### src/rtl/multicycle_ctrl.sv
// Control FSM for the multicycle multiply/divide unit in the execute stage.
// Sequences operand load, iteration stepping, fast-path results and result retirement.
module multicycle_ctrl #(
    parameter int unsigned MUL_LAT     = 3,
    parameter int unsigned DIV_ITERS64 = 64,
    parameter int unsigned DIV_ITERS32 = 32
) (
    input  logic        clk,
    input  logic        reset,
    input  logic        flushDE,
    input  logic        stalllDE,
    input  logic        req,
    input  logic [2:0]  op,
    input  logic        is_32instr,
    input  logic [63:0] a,
    input  logic [63:0] b,
    output logic        load,
    output logic        step_en,
    output logic [6:0]  iter,
    output logic        sel_div,
    output logic [1:0]  special,
    output logic        result_valid,
    output logic        doing
);

    localparam int unsigned IW = 7;
    localparam int unsigned SW = 2;

    localparam logic [IW-1:0] MUL_LAST   = IW'(MUL_LAT - 1);
    localparam logic [IW-1:0] DIV32_LAST = IW'(DIV_ITERS32 - 1);
    localparam logic [IW-1:0] DIV64_LAST = IW'(DIV_ITERS64 - 1);

    localparam logic [SW-1:0] SP_NONE = SW'(0);
    localparam logic [SW-1:0] SP_DIV0 = SW'(1);
    localparam logic [SW-1:0] SP_OVF  = SW'(2);

    typedef enum logic [1:0] {
        IDLE = 2'd0,
        BUSY = 2'd1,
        DONE = 2'd2
    } state_e;

    state_e          state_q, state_d;
    logic [IW-1:0]   iter_q, iter_d;
    logic            div_q, div_d;
    logic            is32_q, is32_d;
    logic [SW-1:0]   special_q, special_d;

    logic            accept_c;
    logic            div_zero_c;
    logic            div_ovf_c;
    logic [SW-1:0]   special_in_c;
    logic [IW-1:0]   iter_last_c;

    // Fast-path detection on the incoming operands; divide-by-zero wins over overflow.
    always_comb begin
        div_zero_c = is_32instr ? (b[31:0] == 32'd0) : (b == 64'd0);
        div_ovf_c  = ((op == 3'd4) || (op == 3'd6)) &&
                     (is_32instr ? ((b[31:0] == 32'hFFFF_FFFF) && (a[31:0] == 32'h8000_0000))
                                 : ((b == 64'hFFFF_FFFF_FFFF_FFFF) && (a == 64'h8000_0000_0000_0000)));
        if (op[2] && div_zero_c) begin
            special_in_c = SP_DIV0;
        end else if (div_ovf_c) begin
            special_in_c = SP_OVF;
        end else begin
            special_in_c = SP_NONE;
        end
    end

    // Last iteration index for the latched operation.
    always_comb begin
        if (!div_q) begin
            iter_last_c = MUL_LAST;
        end else if (is32_q) begin
            iter_last_c = DIV32_LAST;
        end else begin
            iter_last_c = DIV64_LAST;
        end
    end

    always_ff @(posedge clk) begin
        if (reset) begin
            state_q   <= IDLE;
            iter_q    <= '0;
            div_q     <= 1'b0;
            is32_q    <= 1'b0;
            special_q <= SP_NONE;
        end else begin
            state_q   <= state_d;
            iter_q    <= iter_d;
            div_q     <= div_d;
            is32_q    <= is32_d;
            special_q <= special_d;
        end
    end

    // Next-state and per-cycle strobes; flushDE beats both req and completion.
    always_comb begin
        state_d      = state_q;
        iter_d       = iter_q;
        div_d        = div_q;
        is32_d       = is32_q;
        special_d    = special_q;
        load         = 1'b0;
        step_en      = 1'b0;
        result_valid = 1'b0;
        accept_c     = (state_q == IDLE) && req && !flushDE;
        doing        = accept_c || (state_q == BUSY);

        unique case (state_q)
            IDLE: begin
                if (accept_c) begin
                    load      = 1'b1;
                    div_d     = op[2];
                    is32_d    = is_32instr;
                    special_d = special_in_c;
                    if (special_in_c != SP_NONE) begin
                        state_d = DONE;
                    end else begin
                        state_d = BUSY;
                        iter_d  = '0;
                    end
                end
            end
            BUSY: begin
                if (flushDE) begin
                    state_d = IDLE;
                end else begin
                    step_en = 1'b1;
                    if (iter_q == iter_last_c) begin
                        state_d = DONE;
                    end else begin
                        iter_d = iter_q + IW'(1);
                    end
                end
            end
            DONE: begin
                // Return to IDLE only; a new accept needs a fresh IDLE cycle.
                if (flushDE) begin
                    state_d = IDLE;
                end else begin
                    result_valid = 1'b1;
                    if (!stalllDE) begin
                        state_d = IDLE;
                    end
                end
            end
            default: state_d = IDLE;
        endcase
    end

    assign iter    = iter_q;
    assign sel_div = div_q;
    assign special = special_q;

endmodule

### config.mk
export PLATFORM = sky130hd
export DESIGN_NAME = multicycle_ctrl
export DESIGN_NICKNAME = d
export VERILOG_FILES = /design/src/rtl/multicycle_ctrl.sv
export SDC_FILE = /design/constraint.sdc
export NUM_CORES = 1
export LEC_CHECK = 0
export BUFFER_PORTS_ARGS = -buffer_cell sky130_fd_sc_hd__buf_2
export CELL_PAD_IN_SITES_DETAIL_PLACEMENT = 0
export CELL_PAD_IN_SITES_GLOBAL_PLACEMENT = 1
export CORE_UTILIZATION = 22
export CTS_CLUSTER_DIAMETER = 80
export DETAILED_ROUTE_END_ITERATION = 7
export GPL_TIMING_DRIVEN = 1
export PLACE_DENSITY_LB_ADDON = 0.25
export SYNTH_ARGS = -nofsm -noshare
export SYNTH_HDL_FRONTEND = slang
export SYNTH_SLANG_ARGS = --single-unit
### constraint.sdc
create_clock -name clk -period 5 [get_ports clk]
set_clock_uncertainty 0.15 [all_clocks]
set_input_delay 1 -clock clk [delete_from_list [all_inputs] [get_ports clk]]
set_output_delay 1 -clock clk [all_outputs]
set_load 0.005 [all_outputs]
==> parameters.txt <==
Parameter                              Value

Synthesis
  Share of the synthesized area in the top cell type    0.2095
  Area leader, netlist    sky130_fd_sc_hd__dfxtp_1
  Mapped Nets    299
  Commonest cells post-synth    sky130_fd_sc_hd__nor4_1 (28), sky130_fd_sc_hd__nand4_1 (19), sky130_fd_sc_hd__nor2_1 (17)
  Sequential share of the synthesized area    0.2095
  FFs w/ async S/R, synth    0
  Cell area after technology mapping    1242 sq um
  Cell types occupying the most area after synthesis    sky130_fd_sc_hd__dfxtp_1 (21%), sky130_fd_sc_hd__nor4_1 (14%), sky130_fd_sc_hd__nand4_1 (9.6%), sky130_fd_sc_hd__nor2_1 (5.1%), sky130_fd_sc_hd__a311oi_2 (3.6%)
  Avg Inst Size Synth    7.717 sq um
  Synthesis Warnings    0
  Distinct cell type count after synthesis    45
  Cell with the most instances after synthesis    sky130_fd_sc_hd__nor4_1
  Number of instances in the synthesized netlist    161
  EDFF count, synth    0
  Most frequently used flop master after synthesis    sky130_fd_sc_hd__dfxtp_1
  Number of synthesized register bits    13

Placed design
  Final estimated routing congestion in global placement    0.7985
  Number of port buffers    149
  Final HPWL DP    4.490 mm
  Pre-CTS worst setup slack    2.012 ns

Route
  Post-route ant nets    0
  Average wire per cell in the routed design    13.37 um
  Detailed-route via count    1,914
  First DRT Iteration DRCs    67
  Remaining routing DRC violations    0
  Average vias per placed instance    5.024
  1st-pass router iterations    4
  Total wire length    5.094 mm

Critical path
  Chain of cells forming the critical path    buf_2 -> nor2b_1 -> nand2_1 -> inv_2 -> buf_2
  Worst setup SP type    primary input
  Critical Path RT    3.85 ns
  Path type of the worst setup path    in -> out
  Kind of end point of the critical path    output port
  Launch point of the worst reg-to-reg path    iter[2]
  Register-to-register setup slack    2.88 ns
  Worst Reg-to-Reg Cells    7
  Maximum fanout along the worst path    8
  Cell with the largest stage delay on the worst path    sky130_fd_sc_hd__nand2_1
  Capturing point of the worst reg2reg path    iter[6]
  Worst path max stage delay    0.22 ns
  Critical Path Sink    load
  Worst setup path startpoint    flushDE
  Worst Path Arrival    1.81 ns
  Most frequent CP cell    sky130_fd_sc_hd__buf_2

Timing
  Total count of hold-check failures in the final report    0
  Pin slew with the least headroom to its limit    0.5366 ns
  Final Cycle Share    0.5920
  Post-layout min period    2.960 ns
  RSZ-0062 raised after global routing    no
  Final setup viols    0
  Relative slew margins    0.6423
  Max Transition Viols Final    0
  FMAX    337.8 MHz
  Setup TNS    0 ns
  Slack of the critical path    2.040 ns

Status
  Run status    complete, no violations

Power and ir drop
  Clk network pwr share    0.239
  Pint    252.2 uW
  Power Dens Cells    189.5 nW/um^2
  Relative contribution of sequential cells to total power    0.324
  Leakage    0.0009166 uW
  Worst supply voltage drop on vdd    88.70 uV
  Comb pwr share    0.438
  Switching share of power    0.3683
  Net Switching    147.0 uW

Floorplanning
  I/O pins    151
  Die area    5952 sq um
  Placement row count    26
  Placeable core region    5270 sq um
  Die Y-Extent    77.15 um
  Initial Utilization    0.2358
  DIE WIDTH    77.15 um

Finish
  Fraction of final layout cells sized beyond drive strength 1    0.5466
  Antenna diode instance count    0
  Area growth syn-to-layout    69.59%
  Final layout net count    450

Clocking
  Count of clock tree sinks    13
  Clock transition at the register clock pins on the worst setup and hold paths after CTS    0.05 ns
  Clock insertion delay at the later pin of the skew report    0.25 ns
  Hold-fix buffers, CTS    0
  Max Buffers Root-to-Sink    2
  Clock tree from TritonCTS    built
  Number of gates resized after cts    0
  H-tree levels    1
  Setup Buffers After CTS    0
  Library cell used as clock root buffer    sky130_fd_sc_hd__clkbuf_8
  CTS buffer count    3

Global routing
  Remaining global-route overflow    0
  Number of global-route vias before repair    1,858
  Wire length of the first global-routing pass    8.273 mm
  Global-route usage over all layers    0.1734
  Antenna violations before repair    0
  Pin count of the biggest net entering global routing    15

Flow run
  Reported max-cap violation count    0

Hold path
  Classification of the worst-slack hold path    reg -> reg
==> flip-flops by register name, summed over array words and instances (netlist names) <==
signal	flops
state_q	2
is32_q	1
special	2
sel_div	1
iter	7
==> kinds of logic after synthesis <==
group                    Yosys count  synth area share
flip-flops                        13            0.2095
AND/OR/NAND/NOR                  108            0.5126
buffers and inverters              7           0.02316
AO/OA/AOI/OAI                     32            0.2447
adder cells (fa/ha/maj)            1           0.01007
==> critical path, delay by kind of cell <==
family        cells  cell delay, ns
buf+inv           3            0.42
simple gates      2            0.38
==> per-layer routing <==
metal  global-route usage  up-vias  share of wire
li1                     -      977              -
met1               0.1839      837           0.38
met2               0.3363       86           0.53
met3              0.02381       14          0.059
met4              0.07170        0          0.027
met5                    0        -              0
==> placed cells by master (no fill, tap or decap), drive strengths merged, types with 3 or more instances in the layout <==
cell type,n
a21oi,8
nand2,11
a311oi,4
buf,149
nand4,19
dfxtp,13
nor2,19
nand4b,3
nand3,4
o21ai,5
a211oi,3
nor4b,3
nor4,29
inv,4
or4,3
clkbuf,4
nor3,8
==> cell type report <==
| cell class | instances | area (sq um) |
|---|---|---|
| multi-input cells | 141 | 953.4 |
| flip-flops and latches | 13 | 260.3 |
| repair buffers | 149 | 745.7 |
| clock buffers | 4 | 45.04 |
| fillers | 585 | 3163 |
| inverters | 4 | 15.01 |
| well taps | 70 | 87.58 |
==> power groups by stage <==
| stage | clock (uW) | sequential [uW] | combinational, uW |
|---|---|---|---|
| final | 95.2 | 129 | 175 |
| after global routing | 107 | 133 | 194 |
| after CTS | 99.6 | 129 | 177 |
| after detailed placement | 0 | 132 | 176 |
| after global placement | 0 | 131 | 175 |
| after floorplan | 0 | 123 | 97.5 |
==> worst min path at each step <==
stage | from | end | slack (ns) | cells after the start
after detailed placement | is32_q | is32_q | 0.33 | 2
after CTS | is32_q | is32_q | 0.34 | 2
final | is32_q | is32_q | 0.34 | 2
after floorplan | is32_q | is32_q | 0.31 | 2
after global placement | special[1] | special[1] | 0.32 | 2
after global routing | is32_q | is32_q | 0.36 | 2
==> through the flow <==
stage | power (uW) | instance area, sq um | cells | util | hold slack [ns]
4_1_cts | 405.7 | 2107 | 381 | 0.3998 | 0.3365
6_report | 399.3 | 2107 | 381 | 0.3998 | 0.3383
5_1_grt | 434.4 | 2107 | 381 | 0.3998 | 0.3576
3_3_place_gp | 306.7 | 2062 | 377 | 0.3913 | 0.3226
3_5_place_dp | 307.5 | 2062 | 377 | 0.3913 | 0.3286
2_1_floorplan | 220.6 | 1242 | 161 | - | 0.3097
Note: power is estimated with default switching activity, not from simulation.
